**src/rtl/uart_ctrl_pkg.sv**
```systemverilog
// uart_ctrl_pkg: register map, bit positions, channel FSM state and reset defaults
// shared by the UART control register bank and its per-channel core.
package uart_ctrl_pkg;

  // Per-channel register offsets (addr[2:0])
  localparam logic [2:0] REG_ENC    = 3'd0;
  localparam logic [2:0] REG_DIV_LO = 3'd1;
  localparam logic [2:0] REG_DIV_HI = 3'd2;
  localparam logic [2:0] REG_COMP   = 3'd3;
  localparam logic [2:0] REG_CMD    = 3'd4;
  localparam logic [2:0] REG_STATUS = 3'd5;

  // ENC register bits
  localparam int unsigned ENC_BIG_END_BIT  = 7;
  localparam int unsigned ENC_PAR_EN_BIT   = 6;
  localparam int unsigned ENC_PAR_ODD_BIT  = 5;

  // CMD register bits
  localparam int unsigned CMD_COMMIT_BIT   = 0;
  localparam int unsigned CMD_LOCK_CLR_BIT = 6;
  localparam int unsigned CMD_LOCK_SET_BIT = 7;

  // STATUS register bits
  localparam int unsigned STATUS_PEND_BIT  = 0;
  localparam int unsigned STATUS_ERR_BIT   = 1;
  localparam int unsigned STATUS_LOCK_BIT  = 2;

  // Default build parameters
  localparam int unsigned DEF_CH_NUM   = 2;
  localparam int unsigned DEF_DIV_W    = 16;
  localparam int unsigned DEF_PERIOD_C = 20;
  localparam int unsigned DEF_UP_C     = 10;
  localparam int unsigned DEF_DOWN_C   = 5;

  // Reset values of the encoding bits
  localparam logic RST_BIG_END  = 1'b0;
  localparam logic RST_PAR_EN   = 1'b1;
  localparam logic RST_PAR_ODD  = 1'b1;

  // Per-channel commit FSM
  typedef enum logic {
    ST_IDLE = 1'b0,
    ST_PEND = 1'b1
  } chanState_t;

endpackage

```
**src/rtl/uart_ctrl_chan.sv**
```systemverilog
// uart_ctrl_chan: one UART channel's shadow/active configuration, commit FSM,
// sticky reject flag and (with UART_CTRL_LOCK_EN) configuration lock.
module uart_ctrl_chan
  import uart_ctrl_pkg::*;
#(
  parameter int unsigned DIV_W      = DEF_DIV_W,
  parameter int unsigned DEF_PERIOD = DEF_PERIOD_C,
  parameter int unsigned DEF_UP     = DEF_UP_C,
  parameter int unsigned DEF_DOWN   = DEF_DOWN_C
) (
  input  logic             clk,
  input  logic             rst,
  input  logic             wrEn,
  input  logic [2:0]       regSel,
  input  logic [7:0]       wdata,
  input  logic             chIdle,
  output logic [DIV_W-1:0] baudDiv,
  output logic [7:0]       bitComp,
  output logic [4:0]       acqNum,
  output logic             parityEn,
  output logic             bigEnd,
  output logic             parityOdd,
  output logic             commit,
  output logic             err,
  output logic             shBigEnd,
  output logic             shParEn,
  output logic             shParOdd,
  output logic [DIV_W-1:0] shDiv,
  output logic [7:0]       shComp,
  output logic             pending,
  output logic             locked
);

  localparam logic [DIV_W-1:0] RST_DIV  = DIV_W'(DEF_PERIOD);
  localparam logic [7:0]       RST_COMP = {4'(DEF_UP), 4'(DEF_DOWN)};
  localparam logic [4:0]       RST_ACQ  = 5'(4'(DEF_UP)) + 5'(4'(DEF_DOWN));

  chanState_t       stateQ, stateNext_c;
  logic [DIV_W-1:0] shDivNext_c;
  logic [7:0]       shCompNext_c;
  logic             shBigEndNext_c, shParEnNext_c, shParOddNext_c;
  logic             cfgWr_c, cmdWr_c, errClr_c, shadowValid_c;
  logic             doCommit_c, doReject_c;

  assign cfgWr_c  = wrEn && !locked;
  assign cmdWr_c  = wrEn && (regSel == REG_CMD);
  assign errClr_c = wrEn && (regSel == REG_STATUS) && wdata[STATUS_ERR_BIT];
  assign pending  = (stateQ == ST_PEND);

  // Shadow set as seen after this edge's host write; commits use these values
  always_comb begin
    shDivNext_c    = shDiv;
    shCompNext_c   = shComp;
    shBigEndNext_c = shBigEnd;
    shParEnNext_c  = shParEn;
    shParOddNext_c = shParOdd;
    if (cfgWr_c) begin
      case (regSel)
        REG_ENC: begin
          shBigEndNext_c = wdata[ENC_BIG_END_BIT];
          shParEnNext_c  = wdata[ENC_PAR_EN_BIT];
          shParOddNext_c = wdata[ENC_PAR_ODD_BIT];
        end
        REG_DIV_LO: shDivNext_c[7:0]       = wdata;
        REG_DIV_HI: shDivNext_c[DIV_W-1:8] = wdata[DIV_W-9:0];
        REG_COMP:   shCompNext_c           = wdata;
        default: ;
      endcase
    end
    shadowValid_c = (shDivNext_c >= DIV_W'(2)) &&
                    ((5'(shCompNext_c[7:4]) + 5'(shCompNext_c[3:0])) != 5'd0);
  end

  // Commit FSM next state: wait for idle, then accept or reject the shadow set
  always_comb begin
    stateNext_c = stateQ;
    doCommit_c  = 1'b0;
    doReject_c  = 1'b0;
    case (stateQ)
      ST_IDLE: begin
        if (cmdWr_c && wdata[CMD_COMMIT_BIT] && !locked) stateNext_c = ST_PEND;
      end
      ST_PEND: begin
        if (chIdle) begin
          stateNext_c = ST_IDLE;
          if (shadowValid_c) doCommit_c = 1'b1;
          else               doReject_c = 1'b1;
        end
      end
      default: stateNext_c = ST_IDLE;
    endcase
  end

  // Commit FSM state register
  always_ff @(posedge clk or negedge rst) begin
    if (!rst) stateQ <= ST_IDLE;
    else      stateQ <= stateNext_c;
  end

  // Host-written shadow set
  always_ff @(posedge clk or negedge rst) begin
    if (!rst) begin
      shDiv    <= RST_DIV;
      shComp   <= RST_COMP;
      shBigEnd <= RST_BIG_END;
      shParEn  <= RST_PAR_EN;
      shParOdd <= RST_PAR_ODD;
    end else begin
      shDiv    <= shDivNext_c;
      shComp   <= shCompNext_c;
      shBigEnd <= shBigEndNext_c;
      shParEn  <= shParEnNext_c;
      shParOdd <= shParOddNext_c;
    end
  end

  // Active set, commit pulse and sticky reject flag (a reject beats a clear)
  always_ff @(posedge clk or negedge rst) begin
    if (!rst) begin
      baudDiv   <= RST_DIV;
      bitComp   <= RST_COMP;
      acqNum    <= RST_ACQ;
      bigEnd    <= RST_BIG_END;
      parityEn  <= RST_PAR_EN;
      parityOdd <= RST_PAR_ODD;
      commit    <= 1'b0;
      err       <= 1'b0;
    end else begin
      commit <= doCommit_c;
      if (doCommit_c) begin
        baudDiv   <= shDivNext_c;
        bitComp   <= shCompNext_c;
        acqNum    <= 5'(shCompNext_c[7:4]) + 5'(shCompNext_c[3:0]);
        bigEnd    <= shBigEndNext_c;
        parityEn  <= shParEnNext_c;
        parityOdd <= shParOddNext_c;
      end
      if (doReject_c)    err <= 1'b1;
      else if (errClr_c) err <= 1'b0;
    end
  end

`ifdef UART_CTRL_LOCK_EN
  // Configuration lock; clear wins over set
  always_ff @(posedge clk or negedge rst) begin
    if (!rst) begin
      locked <= 1'b0;
    end else if (cmdWr_c) begin
      if (wdata[CMD_LOCK_CLR_BIT])      locked <= 1'b0;
      else if (wdata[CMD_LOCK_SET_BIT]) locked <= 1'b1;
    end
  end
`else
  assign locked = 1'b0;
`endif

endmodule

```
**src/rtl/uart_ctrl_bank.sv**
```systemverilog
// uart_ctrl_bank: CH_NUM-channel UART control register bank. Decodes the
// byte-wide host bus into channels and muxes registered readback.
// Optional macro UART_CTRL_LOCK_EN enables the per-channel configuration lock.
module uart_ctrl_bank
  import uart_ctrl_pkg::*;
#(
  parameter  int unsigned CH_NUM     = DEF_CH_NUM,
  parameter  int unsigned DIV_W      = DEF_DIV_W,
  parameter  int unsigned DEF_PERIOD = DEF_PERIOD_C,
  parameter  int unsigned DEF_UP     = DEF_UP_C,
  parameter  int unsigned DEF_DOWN   = DEF_DOWN_C,
  localparam int unsigned AW         = ((3 + $clog2(CH_NUM)) < 4) ? 4 : (3 + $clog2(CH_NUM))
) (
  input  logic                    clk,
  input  logic                    rst,
  input  logic                    wr_en_i,
  input  logic                    rd_en_i,
  input  logic [AW-1:0]           addr_i,
  input  logic [7:0]              wdata_i,
  output logic [7:0]              rdata_o,
  input  logic [CH_NUM-1:0]       ch_idle_i,
  output logic [CH_NUM*DIV_W-1:0] baud_div_o,
  output logic [CH_NUM*8-1:0]     bit_comp_o,
  output logic [CH_NUM*5-1:0]     acq_num_o,
  output logic [CH_NUM-1:0]       parity_en_o,
  output logic [CH_NUM-1:0]       big_end_o,
  output logic [CH_NUM-1:0]       parity_odd_o,
  output logic [CH_NUM-1:0]       commit_o,
  output logic [CH_NUM-1:0]       err_o
);

  localparam int unsigned CW = AW - 3;

  logic [CW-1:0]       chSel;
  logic [2:0]          regSel;
  logic [CH_NUM*8-1:0] rdFlat;
  logic [7:0]          rdMux_c;

  assign chSel  = addr_i[AW-1:3];
  assign regSel = addr_i[2:0];

  for (genvar g = 0; g < CH_NUM; g++) begin : gCh
    logic             wrEn_c;
    logic             shBigEnd, shParEn, shParOdd, pending, locked;
    logic [DIV_W-1:0] shDiv;
    logic [7:0]       shComp;
    logic [7:0]       chByte_c;

    assign wrEn_c = wr_en_i && (chSel == CW'(g));

    uart_ctrl_chan #(
      .DIV_W      (DIV_W),
      .DEF_PERIOD (DEF_PERIOD),
      .DEF_UP     (DEF_UP),
      .DEF_DOWN   (DEF_DOWN)
    ) uChan (
      .clk       (clk),
      .rst       (rst),
      .wrEn      (wrEn_c),
      .regSel    (regSel),
      .wdata     (wdata_i),
      .chIdle    (ch_idle_i[g]),
      .baudDiv   (baud_div_o[g*DIV_W +: DIV_W]),
      .bitComp   (bit_comp_o[g*8 +: 8]),
      .acqNum    (acq_num_o[g*5 +: 5]),
      .parityEn  (parity_en_o[g]),
      .bigEnd    (big_end_o[g]),
      .parityOdd (parity_odd_o[g]),
      .commit    (commit_o[g]),
      .err       (err_o[g]),
      .shBigEnd  (shBigEnd),
      .shParEn   (shParEn),
      .shParOdd  (shParOdd),
      .shDiv     (shDiv),
      .shComp    (shComp),
      .pending   (pending),
      .locked    (locked)
    );

    // Readback byte of this channel's addressed register (shadow, not active)
    always_comb begin
      chByte_c = 8'h00;
      case (regSel)
        REG_ENC: begin
          chByte_c[ENC_BIG_END_BIT] = shBigEnd;
          chByte_c[ENC_PAR_EN_BIT]  = shParEn;
          chByte_c[ENC_PAR_ODD_BIT] = shParOdd;
        end
        REG_DIV_LO: chByte_c = shDiv[7:0];
        REG_DIV_HI: chByte_c = 8'(shDiv >> 8);
        REG_COMP:   chByte_c = shComp;
        REG_STATUS: begin
          chByte_c[STATUS_PEND_BIT] = pending;
          chByte_c[STATUS_ERR_BIT]  = err_o[g];
          chByte_c[STATUS_LOCK_BIT] = locked;
        end
        default: ;
      endcase
    end

    assign rdFlat[g*8 +: 8] = chByte_c;
  end

  // Channel select for readback; unpopulated channel indices read 0
  always_comb begin
    rdMux_c = 8'h00;
    for (int i = 0; i < CH_NUM; i++) begin
      if (chSel == CW'(i)) rdMux_c = rdFlat[i*8 +: 8];
    end
  end

  // Registered read data, held until the next read
  always_ff @(posedge clk or negedge rst) begin
    if (!rst)         rdata_o <= 8'h00;
    else if (rd_en_i) rdata_o <= rdMux_c;
  end

endmodule

```
**config.mk**
```make
export PLATFORM = sky130hd
export DESIGN_NAME = uart_ctrl_bank
export DESIGN_NICKNAME = d
export VERILOG_FILES = /design/src/rtl/uart_ctrl_pkg.sv /design/src/rtl/uart_ctrl_chan.sv /design/src/rtl/uart_ctrl_bank.sv
export SDC_FILE = /design/constraint.sdc
export NUM_CORES = 1
export LEC_CHECK = 0
export CELL_PAD_IN_SITES_DETAIL_PLACEMENT = 1
export CELL_PAD_IN_SITES_GLOBAL_PLACEMENT = 1
export CORE_AREA = 5 5 127 129
export CTS_CLUSTER_SIZE = 24
export DETAILED_ROUTE_END_ITERATION = 16
export DIE_AREA = 0 0 132 134
export PLACE_DENSITY = 0.84
export SYNTH_ARGS = -nofsm -noshare
export SYNTH_HDL_FRONTEND = slang
export SYNTH_SLANG_ARGS = --single-unit
export TNS_END_PERCENT = 30
```
**constraint.sdc**
```tcl
create_clock -name clk -period 4 [get_ports clk]
set_input_delay 0.4 -clock clk [delete_from_list [all_inputs] [get_ports clk]]
set_output_delay 0.4 -clock clk [all_outputs]
set_load 0.005 [all_outputs]
```
==> flow_summary.rst <==
.. list-table::
   :header-rows: 1

   * - Metric
     - Value
   * - Final period demand of the worst path
     - 3.81 ns
   * - Final worst clock skew
     - 0.00968 ns
   * - Run status
     - finished, final reports clean
   * - Chip Width
     - 132 um
   * - Clock input transition at the sequential cells of the worst setup and hold paths
     - 0.06 ns
   * - Area added between synthesis and finish
     - 31.9%
   * - Final Hold Violating Endpoints
     - 0
   * - Die Y
     - 134 um
   * - Critical path cell sequence
     - clkdlybuf4s50_1 -> nand3b_1 -> buf_4 -> nor2_1 -> buf_4 -> mux2_2 -> ha_1 -> fa_1 -> a21o_1 -> a21oi_1 -> nand3_1 -> o21bai_2 -> nor2_4 -> mux2_4
   * - Fraction of the yosys area taken by sequential cells
     - 0.526
   * - Fmax
     - 262 MHz
   * - Synth Area per Inst
     - 12.9 um^2
   * - Global-route wire length before repair
     - 31.4 mm
   * - Data required time of the worst path
     - 4.30 ns
   * - Clock tree root buffer cell
     - sky130_fd_sc_hd__clkbuf_16
   * - Placed Instances
     - 795
   * - Slowest Stage Delay on Critical Path
     - 0.56 ns
   * - Unrepaired setup endpoints after global routing
     - no
   * - Post-detail-place hpwl
     - 14.0 mm
   * - Number of standard cells after synthesis
     - 494
   * - Arrival time of the worst setup path
     - 4.12 ns
   * - Fraction of the cycle the final worst path needs
     - 0.953
   * - Final Max Tran Viols
     - 0
   * - Fraction of final layout cells with drive strength greater than 1
     - 0.375
   * - Combined area of all synthesized cells
     - 0.00637 mm^2
   * - Setup slack at placement
     - -0.369 ns
   * - Final Wtd Congestion
     - 0.940
   * - Vias in the first global route
     - 5415
   * - Number of routed nets with antenna violations
     - 0
   * - Setup slack after layout
     - 0.186 ns
   * - Crit path to
     - gCh[1].uChan.bigEnd$_DFFE_PN0P_
   * - Global routing met3 resource utilization
     - 0.0679
   * - Met2 Use GR
     - 0.385
   * - Die Footprint
     - 0.0177 mm^2
   * - Grt met1 use
     - 0.279
   * - Final Net Count
     - 660
   * - Startpoint of the worst setup timing path
     - addr_i[1]
   * - CTS tree
     - done
   * - Share of flip-flops with an asynchronous set or reset
     - 1.00
   * - Average detailed-routed wire length per instance
     - 23.7 um
   * - Area of the core
     - 0.0149 mm^2
   * - P per Cell Area
     - 599 mW/mm^2
   * - Initial DRC count
     - 343
   * - Rel. slew slack
     - 0.446
   * - Ys Warns
     - 0
   * - CP endpoint kind
     - flip-flop
   * - Total DRC errors in the routed layout
     - 0
   * - R2R setup slack
     - 0.83 ns
   * - Kind of start point of the critical path
     - input pin
   * - Clock latency on the worst-skew pair
     - 0.42 ns
   * - WS Path Type
     - in2reg
   * - Final setup violation count
     - 0
   * - Aggregate global-route resource usage
     - 0.228
   * - Antenna violations before repair
     - 1
   * - Max capacitance violation total
     - 0
   * - Maximum vdd drop
     - 318 uV
   * - Number of buffers created by CTS
     - 17
   * - Max Buffers Root-to-Sink
     - 2
   * - Max FO, Critical Path
     - 13
   * - Net count of the mapped netlist
     - 522
   * - Cell at the slowest stage of the critical path
     - sky130_fd_sc_hd__clkdlybuf4s50_1
   * - Overall via count from detail_route
     - 4755
   * - Fill cells
     - 1474
   * - Pin count of the biggest net entering global routing
     - 64
   * - Most used DFF post-synth
     - sky130_fd_sc_hd__dfrtp_1
   * - Post-synthesis mux area share
     - 0.241
   * - Reg2reg start
     - gCh[0].uChan.shComp[1]$_DFF_PN0_
   * - Leakage dissipation
     - 3.64 nW
   * - Post-synthesis adder-cell area fraction
     - 0.0220
   * - Endpoint of the most critical register-to-register path
     - gCh[0].uChan.bitComp[1]$_DFFE_PN0P_
   * - I/O pin count
     - 94
   * - Largest family of logic cells by synthesized area
     - multiplexers
   * - Port-buffer cells
     - 93
   * - Share of the synthesized area in compound gates (AO/OA/AOI/OAI)
     - 0.0793
   * - Number of vias per cell
     - 5.70
   * - Min-Delay Path Class
     - in2async
   * - First-pass iteration count of the detailed router
     - 5
   * - Total gr overflow
     - 0
   * - Critical path's most frequent cell
     - sky130_fd_sc_hd__buf_4
   * - Htree depth
     - 4
   * - Final std cells w/o fill
     - 834
   * - Post-Synth Simple-Gate Area
     - 0.0768
   * - Number of hold-repair buffers added at the cts stage
     - 0
   * - Number of synthesized register bits
     - 132
   * - Most utilized layer in the global route result
     - met2
   * - Starting density of the core
     - 0.427
   * - Number of cells on the worst reg-to-reg path
     - 11
   * - Number of unique standard cell types used by synthesis
     - 57
   * - Std cell rows
     - 45
   * - Detailed Route WL
     - 19.8 mm
   * - Number of enable flip-flop cells after synthesis
     - 0
   * - Slew @ Worst Pin
     - 0.830 ns
   * - Xor and xnor fraction of the mapped netlist area
     - 0.00824
   * - Count of clock tree sinks
     - 132
==> logic make-up (layout without fill, tap and decap cells) <==
kind of cell             after synthesis  after routing
flip-flops                           132            132
XOR/XNOR                               6              6
buffers and inverters                 54            204
other                                  0              1
adder cells (fa/ha/maj)               10             10
AO/OA/AOI/OAI                         80             80
multiplexers                         130            130
AND/OR/NAND/NOR                       82             83
==> worst max-delay path, delay by kind of cell <==
family	cells	cell delay, ns
buffers and inverters	3	0.91
adder cells (fa/ha/maj)	2	0.67
AND/OR/NAND/NOR	4	0.59
multiplexers	2	0.72
AO/OA/AOI/OAI	3	0.81
==> report_power, final <==
part           total [W]  switching [W]  leakage, nW  internal, W
Combinational    0.00148       0.000629         1.74     0.000852
Clock            0.00159       0.000593        0.289     0.000993
Sequential       0.00197       0.000229         1.61      0.00174
Total            0.00503        0.00145         3.64      0.00358
==> cell type report <==
cell class,instances,area [um^2],area share
flip-flops and latches,132,3350,0.399
multi-input cells,309,2740,0.326
repair buffers,153,1400,0.167
clock buffers,19,443,0.0527
well taps,188,235,0.0280
clock inverters,13,159,0.0189
inverters,19,71.3,0.00848
diodes,1,2.50,0.000298
==> per-layer routing <==
metal / vias up / share of wire
met5: - / 0
met4: 0 / 0.021
li1: 2071 / -
met2: 171 / 0.51
met3: 32 / 0.065
met1: 2481 / 0.40
==> cell usage in the layout, fill, tap and decap left out, drive strengths merged, types with 7 or more instances in the layout <==
cell type        n
nand3            9
clkbuf          19
clkdlybuf4s50   92
o22ai            9
nand4            7
buf             61
dfstp           40
nand2           12
nor2            20
o21ai           35
inv             19
nor3             7
mux2i           21
a21oi            8
mux2           107
clkinv           7
dfrtp           92
ha               8
==> how the worst min path moves through the flow <==
stage | slack (ns) | end | cells past startpoint
finish | 0.06 | gCh[0].uChan.baudDiv[15]$_DFFE_PN0P_ | 1
global route | 0.13 | gCh[0].uChan.baudDiv[15]$_DFFE_PN0P_ | 1
detailed placement | 0.47 | gCh[0].uChan.baudDiv[2]$_DFFE_PN1P_ | 2
global placement | 0.47 | gCh[0].uChan.baudDiv[2]$_DFFE_PN1P_ | 2
floorplan | 0.10 | gCh[0].uChan.acqNum[4]$_DFFE_PN0P_ | 0
CTS | 0.09 | gCh[0].uChan.baudDiv[15]$_DFFE_PN0P_ | 1
==> metrics by stage <==
stage | hold slack (ns) | util | setup TNS [ns] | instance area [um^2] | total power [W]
2_1_floorplan | 0.104 | - | 0 | 6370 | 0.00258
3_3_place_gp | 0.467 | 0.518 | -3.80 | 7740 | 0.00333
3_5_place_dp | 0.472 | 0.518 | -13.35 | 7740 | 0.00343
4_1_cts | 0.0904 | 0.559 | 0 | 8340 | 0.00507
5_1_grt | 0.128 | 0.563 | 0 | 8410 | 0.00527
6_report | 0.0553 | 0.563 | 0 | 8410 | 0.00503
==> Yosys cell counts, types with 7 or more instances <==
| cell type | count | share of area |
|---|---|---|
| sky130_fd_sc_hd__dfrtp_1 | 92 | 0.36 |
| sky130_fd_sc_hd__mux2_2 | 77 | 0.14 |
| sky130_fd_sc_hd__dfstp_2 | 40 | 0.16 |
| sky130_fd_sc_hd__o21ai_0 | 35 | 0.027 |
| sky130_fd_sc_hd__mux2i_1 | 21 | 0.033 |
| sky130_fd_sc_hd__mux2_4 | 20 | 0.047 |
| sky130_fd_sc_hd__inv_1 | 19 | 0.011 |
| sky130_fd_sc_hd__nor2_1 | 18 | 0.011 |
| sky130_fd_sc_hd__buf_4 | 12 | 0.014 |
| sky130_fd_sc_hd__nand2_1 | 12 | 0.0071 |
| sky130_fd_sc_hd__clkbuf_1 | 10 | 0.0059 |
| sky130_fd_sc_hd__mux2_1 | 10 | 0.018 |
| sky130_fd_sc_hd__nand3_1 | 9 | 0.0071 |
| sky130_fd_sc_hd__o22ai_1 | 9 | 0.0088 |
| sky130_fd_sc_hd__a21oi_1 | 8 | 0.0063 |
| sky130_fd_sc_hd__ha_1 | 8 | 0.016 |
| sky130_fd_sc_hd__nand4_1 | 7 | 0.0069 |
==> state kept, by name, summed over array words and instances (netlist names) <==
register             cells
gCh.uChan.pending        2
gCh.uChan.err            2
gCh.uChan.shComp        16
gCh.uChan.shParOdd       2
gCh.uChan.bigEnd         2
gCh.uChan.baudDiv       32
gCh.uChan.commit         2
gCh.uChan.acqNum        10
gCh.uChan.parityEn       2
gCh.uChan.shBigEnd       2
rdata_o                  8
gCh.uChan.shParEn        2
gCh.uChan.parityOdd      2
gCh.uChan.shDiv         32
gCh.uChan.bitComp       16
==> timing repair <==
item | CTS | global route
cloned | 0 | 1
setup buffers | 0 | 5
resized for setup | 0 | 2
pin swaps | 1 | 2
setup endpoints to repair | 4 | 41
(Power assumes the default switching activity.)
